<file path="src/rtl/shift_arbiter.sv">
// ============================================================================
// Module  : shift_arbiter (with its shifter datapath)
// Brief   : Round-robin front-end sharing one complex shifter between two
//           requesters over valid/ready request and response handshakes.
// Revision: 1.0 - initial release
// ============================================================================
`default_nettype none

`ifndef DATA_WIDTH
`define DATA_WIDTH 16
`endif
`ifndef SLL
`define SLL 5'h08
`endif
`ifndef SRL
`define SRL 5'h09
`endif
`ifndef SRA
`define SRA 5'h0A
`endif
`ifndef ROL
`define ROL 5'h0B
`endif
`ifndef ROR
`define ROR 5'h0C
`endif

module shifter #(
  parameter int DATA_WIDTH = `DATA_WIDTH,
  parameter int SA_WIDTH   = $clog2(DATA_WIDTH)
) (
  input  logic [DATA_WIDTH-1:0] A_Re,
  input  logic [DATA_WIDTH-1:0] A_Im,
  input  logic [SA_WIDTH-1:0]   SA_Re,
  input  logic [SA_WIDTH-1:0]   SA_Im,
  input  logic [4:0]            Op,
  input  logic                  Mode,
  output logic [DATA_WIDTH-1:0] Res_Re,
  output logic [DATA_WIDTH-1:0] Res_Im
);

  logic [SA_WIDTH-1:0] w_saIm;

  // Rotates shift a doubled copy so the wrapped bits fall out of the window.
  function automatic logic [DATA_WIDTH-1:0] shiftOne(
    input logic [4:0]            op,
    input logic [DATA_WIDTH-1:0] a,
    input logic [SA_WIDTH-1:0]   sa
  );
    logic [2*DATA_WIDTH-1:0] dbl;
    dbl      = {a, a};
    shiftOne = '0;
    case (op)
      `SLL: shiftOne = a << sa;
      `SRL: shiftOne = a >> sa;
      `SRA: shiftOne = $signed(a) >>> sa;
      `ROL: begin
        dbl      = dbl << sa;
        shiftOne = dbl[2*DATA_WIDTH-1:DATA_WIDTH];
      end
      `ROR: begin
        dbl      = dbl >> sa;
        shiftOne = dbl[DATA_WIDTH-1:0];
      end
      default: shiftOne = '0;
    endcase
  endfunction

  // Complex mode applies the same rotation/scale to both parts.
  assign w_saIm = Mode ? SA_Re : SA_Im;
  assign Res_Re = shiftOne(Op, A_Re, SA_Re);
  assign Res_Im = shiftOne(Op, A_Im, w_saIm);

endmodule

module shift_arbiter #(
  parameter int DATA_WIDTH = `DATA_WIDTH,
  parameter int SA_WIDTH   = $clog2(DATA_WIDTH)
) (
  input  logic                  clk,
  input  logic                  rst,
  input  logic [1:0]            req_valid,
  output logic [1:0]            req_ready,
  input  logic [DATA_WIDTH-1:0] req_a_re0,
  input  logic [DATA_WIDTH-1:0] req_a_re1,
  input  logic [DATA_WIDTH-1:0] req_a_im0,
  input  logic [DATA_WIDTH-1:0] req_a_im1,
  input  logic [SA_WIDTH-1:0]   req_sa_re0,
  input  logic [SA_WIDTH-1:0]   req_sa_re1,
  input  logic [SA_WIDTH-1:0]   req_sa_im0,
  input  logic [SA_WIDTH-1:0]   req_sa_im1,
  input  logic [4:0]            req_op0,
  input  logic [4:0]            req_op1,
  input  logic [1:0]            req_mode,
  output logic [1:0]            rsp_valid,
  input  logic [1:0]            rsp_ready,
  output logic [DATA_WIDTH-1:0] rsp_re,
  output logic [DATA_WIDTH-1:0] rsp_im,
  output logic                  rsp_err,
  output logic                  busy
);

  localparam logic [1:0] c_IDLE = 2'd0;
  localparam logic [1:0] c_EXEC = 2'd1;
  localparam logic [1:0] c_RESP = 2'd2;

  logic [1:0]            r_state;
  logic                  r_lastGrant;
  logic                  r_gntId;
  logic [DATA_WIDTH-1:0] r_aRe;
  logic [DATA_WIDTH-1:0] r_aIm;
  logic [SA_WIDTH-1:0]   r_saRe;
  logic [SA_WIDTH-1:0]   r_saIm;
  logic [4:0]            r_op;
  logic                  r_mode;
  logic [DATA_WIDTH-1:0] r_rspRe;
  logic [DATA_WIDTH-1:0] r_rspIm;
  logic                  r_rspErr;

  logic                  w_gnt;
  logic                  w_accept;
  logic                  w_opLegal;
  logic [DATA_WIDTH-1:0] w_resRe;
  logic [DATA_WIDTH-1:0] w_resIm;

  // A tie goes to the requester that did not win last; a lone valid wins outright.
  assign w_gnt     = (req_valid == 2'b11) ? ~r_lastGrant : req_valid[1];
  assign w_accept  = (r_state == c_IDLE) && (|req_valid);
  assign req_ready = w_accept ? (w_gnt ? 2'b10 : 2'b01) : 2'b00;

  assign w_opLegal = (r_op == `SLL) || (r_op == `SRL) || (r_op == `SRA) ||
                     (r_op == `ROL) || (r_op == `ROR);

  shifter #(
    .DATA_WIDTH (DATA_WIDTH),
    .SA_WIDTH   (SA_WIDTH)
  ) u_shifter (
    .A_Re   (r_aRe),
    .A_Im   (r_aIm),
    .SA_Re  (r_saRe),
    .SA_Im  (r_saIm),
    .Op     (r_op),
    .Mode   (r_mode),
    .Res_Re (w_resRe),
    .Res_Im (w_resIm)
  );

  always_ff @(posedge clk or posedge rst) begin
    if (rst) begin
      r_state     <= c_IDLE;
      r_lastGrant <= 1'b1;
      r_gntId     <= 1'b0;
      r_aRe       <= '0;
      r_aIm       <= '0;
      r_saRe      <= '0;
      r_saIm      <= '0;
      r_op        <= '0;
      r_mode      <= 1'b0;
      r_rspRe     <= '0;
      r_rspIm     <= '0;
      r_rspErr    <= 1'b0;
    end else begin
      case (r_state)
        c_IDLE: begin
          if (w_accept) begin
            r_aRe       <= w_gnt ? req_a_re1  : req_a_re0;
            r_aIm       <= w_gnt ? req_a_im1  : req_a_im0;
            r_saRe      <= w_gnt ? req_sa_re1 : req_sa_re0;
            r_saIm      <= w_gnt ? req_sa_im1 : req_sa_im0;
            r_op        <= w_gnt ? req_op1    : req_op0;
            r_mode      <= req_mode[w_gnt];
            r_gntId     <= w_gnt;
            r_lastGrant <= w_gnt;
            r_state     <= c_EXEC;
          end
        end
        c_EXEC: begin
          r_rspRe  <= w_resRe;
          r_rspIm  <= w_resIm;
          r_rspErr <= ~w_opLegal;
          r_state  <= c_RESP;
        end
        c_RESP: begin
          if (rsp_ready[r_gntId]) begin
            r_state <= c_IDLE;
          end
        end
        default: r_state <= c_IDLE;
      endcase
    end
  end

  assign rsp_valid = (r_state == c_RESP) ? (r_gntId ? 2'b10 : 2'b01) : 2'b00;
  assign busy      = (r_state != c_IDLE);
  assign rsp_re    = r_rspRe;
  assign rsp_im    = r_rspIm;
  assign rsp_err   = r_rspErr;

endmodule

`default_nettype wire
</file>
<file path="config.mk">
export PLATFORM = sky130hd
export DESIGN_NAME = shift_arbiter
export DESIGN_NICKNAME = d
export VERILOG_FILES = /design/src/rtl/shift_arbiter.sv
export SDC_FILE = /design/constraint.sdc
export NUM_CORES = 1
export LEC_CHECK = 0
export CORE_MARGIN = 2
export CORE_UTILIZATION = 45
export CTS_CLUSTER_DIAMETER = 200
export DETAILED_ROUTE_END_ITERATION = 10
export PLACE_DENSITY = 0.67
export SLEW_MARGIN = 10
export SYNTH_ARGS = -nofsm -noshare
export SYNTH_HDL_FRONTEND = slang
export SYNTH_HIERARCHICAL = 1
export SYNTH_SLANG_ARGS = --single-unit
</file>
<file path="constraint.sdc">
create_clock -name clk -period 8 [get_ports clk]
set_input_delay 2 -clock clk [delete_from_list [all_inputs] [get_ports clk]]
set_output_delay 2 -clock clk [all_outputs]
set_load 0.005 [all_outputs]
</file>
==> flow_summary.toml <==
[pwr]
clockPowerShare_pct = 10.5
report.power.total_mw = 4.43
share_comb_of_total_power_pct = 67.8
switching_power_mw = 2.16
intPower_mw = 2.27
cellLeakagePower_nw = 3.71
vdd_ir_drop_max_mv = 0.269
seqPwrFrac_pct = 21.6
swShare_pct = 48.8
p_per_area_nw_per_um2 = 476

[global_route]
grt_util_all_layers_pct = 27.0
grt_pass1_vias = 6762
antenna_violations_before_repair = 0
gr_overflow_total = 0
grt_pass1_wl_um = 38700
grt_start_max_net_pins = 59

[placed_design]
port-buffer-count = 135
globalplace.congestion = 0.938
hpwl_um = 17500
placedInstanceArea_sq_um = 8960

[timing]
worstMarginPinSlew_ns = 1.31
maxSlewHeadroom_pct = 12.0
setup_repair_after_global_routing_missed_its_margin = "no"
clock-skew-final_ns = 0.0140
fmax_achieved_mhz = 168
final.setup.tns_ns = 0
finalHoldViolCount = 0
finalCritPeriodShare_pct = 74.2
setup_viol = 0
timing.final.max_slew_violations = 0
post-route-min-period_ns = 5.94

[logic_synthesis]
syn-cell-area_sq_um = 7700
ys_warn_count = 6
synthCells = 795
synth_seq_cells = 83
synth_cell_type_count = 72
synth-edff-count = 0
ys_dominant_reg_cell = "sky130_fd_sc_hd__dfrtp_1"
syn-mean-instance-area_sq_um = 9.68
synth_seq_area_share_pct = 27.0
synth-async-reset-ratio_pct = 100
synthesis.nets = 893

[cells_and_area]
area_delta_synth_final_pct = 20.8
layout_common_cells = "sky130_fd_sc_hd__clkdlybuf4s50_1, sky130_fd_sc_hd__mux2i_1, sky130_fd_sc_hd__dfrtp_1"
fin_area_sq_um = 9300
layout-drive-gt1-share_pct = 10.9
mostFrequentLayoutCell = "sky130_fd_sc_hd__clkdlybuf4s50_1"
layout.core_utilization_pct = 55.9
antenna_cells = 0
nets = 967
fillers = 1466

[route]
drtIter0Drc = 886
avg_vias_per_cell = 6.66
post_drt_wl_per_cell_um = 22.3
vias = 7281
drtPass1Iterations = 7
postRouteAntennaNets = 0
wirelength_um = 24400
drc_errors = 0

[run]
maxCapViolCount = 0

[run_status]
run_status = "finished, final reports clean"

[cts]
post_cts_hold_buffer_count = 0
cts-root-buf = "sky130_fd_sc_hd__clkbuf_16"
clk_latency_ns = 0.35
path_clk_slew_ns = 0.06
cts_tree = "yes"
postCtsSetupRepairBufs = 0
cts_resized = 0
h-tree-depth = 3
clock_path_buffers = 2
tritoncts.num_buffers = 9
clkSinkCount = 83

[setup_path]
start_kind = "input pin"
worst-endpoint-required_ns = 6.00
worstSetupStartpoint = "req_valid[0]"
worst_r2r_path_depth = 7
rr_startpoint = "r_saRe[0]$_DFFE_PP0P_"
critPathMaxFanout = 47
worstSetupPathType = "in2out"
critical_path_arrival_ns = 3.94
worstSetupEndpointType = "output port"

[die]
core_footprint_sq_um = 16600
die_height_um = 135
floorplan.die_area_sq_um = 18200
rows = 47
boundaryPins = 136
start_util_pct = 46.3
die_width_um = 135

[min_path]
hold_path_startpoint = "rsp_re[0]$_DFFE_PP0N_"
hold-path-cell-count = 1
hold_path_class = "reg2reg"
## kinds of logic after synthesis
| kind of cell | after synthesis | synth area share (%) |
|---|---|---|
| buf+inv | 89 | 6.18 |
| mux | 177 | 29.9 |
| simple gates | 172 | 10.2 |
| compound gates | 272 | 26.5 |
| flops | 83 | 27.0 |
| xor+xnor | 2 | 0.228 |
## per-layer routing
metal  wire length (um)  part of all wire (%)  global-route usage, %
met2              10500                    43                   37.8
met4                330                   1.4                   7.19
met5                  0                     0                      0
met3               2250                   9.2                   4.47
met1              11400                    47                   42.7
## flip-flops by register name, indices dropped and copies added (netlist names)
| register | flops |
|---|---|
| r_aIm | 16 |
| r_aRe | 16 |
| rsp_im | 16 |
| rsp_re | 16 |
| r_op | 5 |
| r_saIm | 4 |
| r_saRe | 4 |
| r_state | 2 |
| r_gntId | 1 |
| r_lastGrant | 1 |
| r_mode | 1 |
| rsp_err | 1 |
## final cells by class
cell class	count	area, sq um	share of cell area [%]
multi-input cells	623	5150	55.4
clock inverters	6	96.3	1.04
repair buffers	145	1430	15.3
clock buffers	10	239	2.57
well taps	220	275	2.96
inverters	7	27.5	0.296
flip-flops and latches	83	2080	22.4
## worst paths after layout
path                                     endpoint  slack (ns)
setup / recovery                     req_ready[1]        2.06
hold / removal              rsp_re[0]$_DFFE_PP0N_        0.49
setup reg to reg           rsp_im[13]$_DFFE_PP0N_        4.39
hold reg to reg             rsp_re[0]$_DFFE_PP0N_        0.49
max in group asynchronous   r_saRe[0]$_DFFE_PP0P_        4.94
min in group asynchronous    r_aIm[8]$_DFFE_PP0P_        2.02
## critical path: stages
cell	delay (ns)
sky130_fd_sc_hd__clkdlybuf4s50_1	0.47
sky130_fd_sc_hd__nand2_1	0.11
sky130_fd_sc_hd__nand3_2	0.10
sky130_fd_sc_hd__inv_2	0.60
sky130_fd_sc_hd__clkdlybuf4s50_1	0.64
## power by group through the flow
stage                     sequential (mW)  clock (mW)  combinational [mW]
after floorplan                     0.779           0                2.36
after global placement              0.942           0                2.88
after detailed placement            0.960           0                2.93
after CTS                           0.952       0.478                2.95
after global routing                0.999       0.498                3.21
final                               0.958       0.466                3.00
## Yosys cell counts, types with 3 or more instances
cell                         n  share of area (%)
sky130_fd_sc_hd__a221o_1    50                6.5
sky130_fd_sc_hd__dfrtp_1    82                 27
sky130_fd_sc_hd__nand2_1    55                2.7
sky130_fd_sc_hd__mux2_2     19                2.8
sky130_fd_sc_hd__a21o_1      4               0.39
sky130_fd_sc_hd__nor2b_1     4               0.32
sky130_fd_sc_hd__o32a_1      5               0.65
sky130_fd_sc_hd__o2111ai_1   3               0.34
sky130_fd_sc_hd__nand2b_1    7               0.57
sky130_fd_sc_hd__clkbuf_1   36                1.8
sky130_fd_sc_hd__o21ai_0    34                2.2
sky130_fd_sc_hd__a22oi_1     6               0.59
sky130_fd_sc_hd__a211oi_1    8               0.78
sky130_fd_sc_hd__inv_1       3               0.15
sky130_fd_sc_hd__buf_4       6               0.59
sky130_fd_sc_hd__nor2_1     58                2.8
sky130_fd_sc_hd__o22ai_1    19                1.5
sky130_fd_sc_hd__o22a_1      3               0.34
sky130_fd_sc_hd__nor3_1     12               0.78
sky130_fd_sc_hd__a221oi_1    5               0.57
sky130_fd_sc_hd__buf_2      27                1.8
sky130_fd_sc_hd__mux4_1      3                1.0
sky130_fd_sc_hd__buf_6       7                1.0
sky130_fd_sc_hd__a21oi_1    32                2.1
sky130_fd_sc_hd__buf_1       4               0.19
sky130_fd_sc_hd__inv_2       3               0.15
sky130_fd_sc_hd__mux2_1     27                3.9
sky130_fd_sc_hd__nand3_1    15               0.98
sky130_fd_sc_hd__mux4_2     32                9.4
sky130_fd_sc_hd__o31ai_1     7               0.68
sky130_fd_sc_hd__a22o_1      3               0.34
sky130_fd_sc_hd__o21a_1     48                4.7
sky130_fd_sc_hd__a311oi_1    4               0.46
sky130_fd_sc_hd__o31a_1      6               0.68
sky130_fd_sc_hd__mux2i_1    92                 12
sky130_fd_sc_hd__a31oi_1     5               0.41
sky130_fd_sc_hd__nand4_1     3               0.24
sky130_fd_sc_hd__o221ai_1    5               0.57
sky130_fd_sc_hd__o211ai_1    6               0.59
sky130_fd_sc_hd__o32ai_1     3               0.34
## through the flow
stage	worst slack (ns)	std cells	hold WS, ns
6_report	2.06	1094	0.492
5_1_grt	1.94	1094	0.508
4_1_cts	2.07	1094	0.495
3_5_place_dp	2.08	1078	0.480
3_3_place_gp	2.11	1078	0.472
2_1_floorplan	3.52	795	0.463
Note: power is estimated with default switching activity, not from simulation.
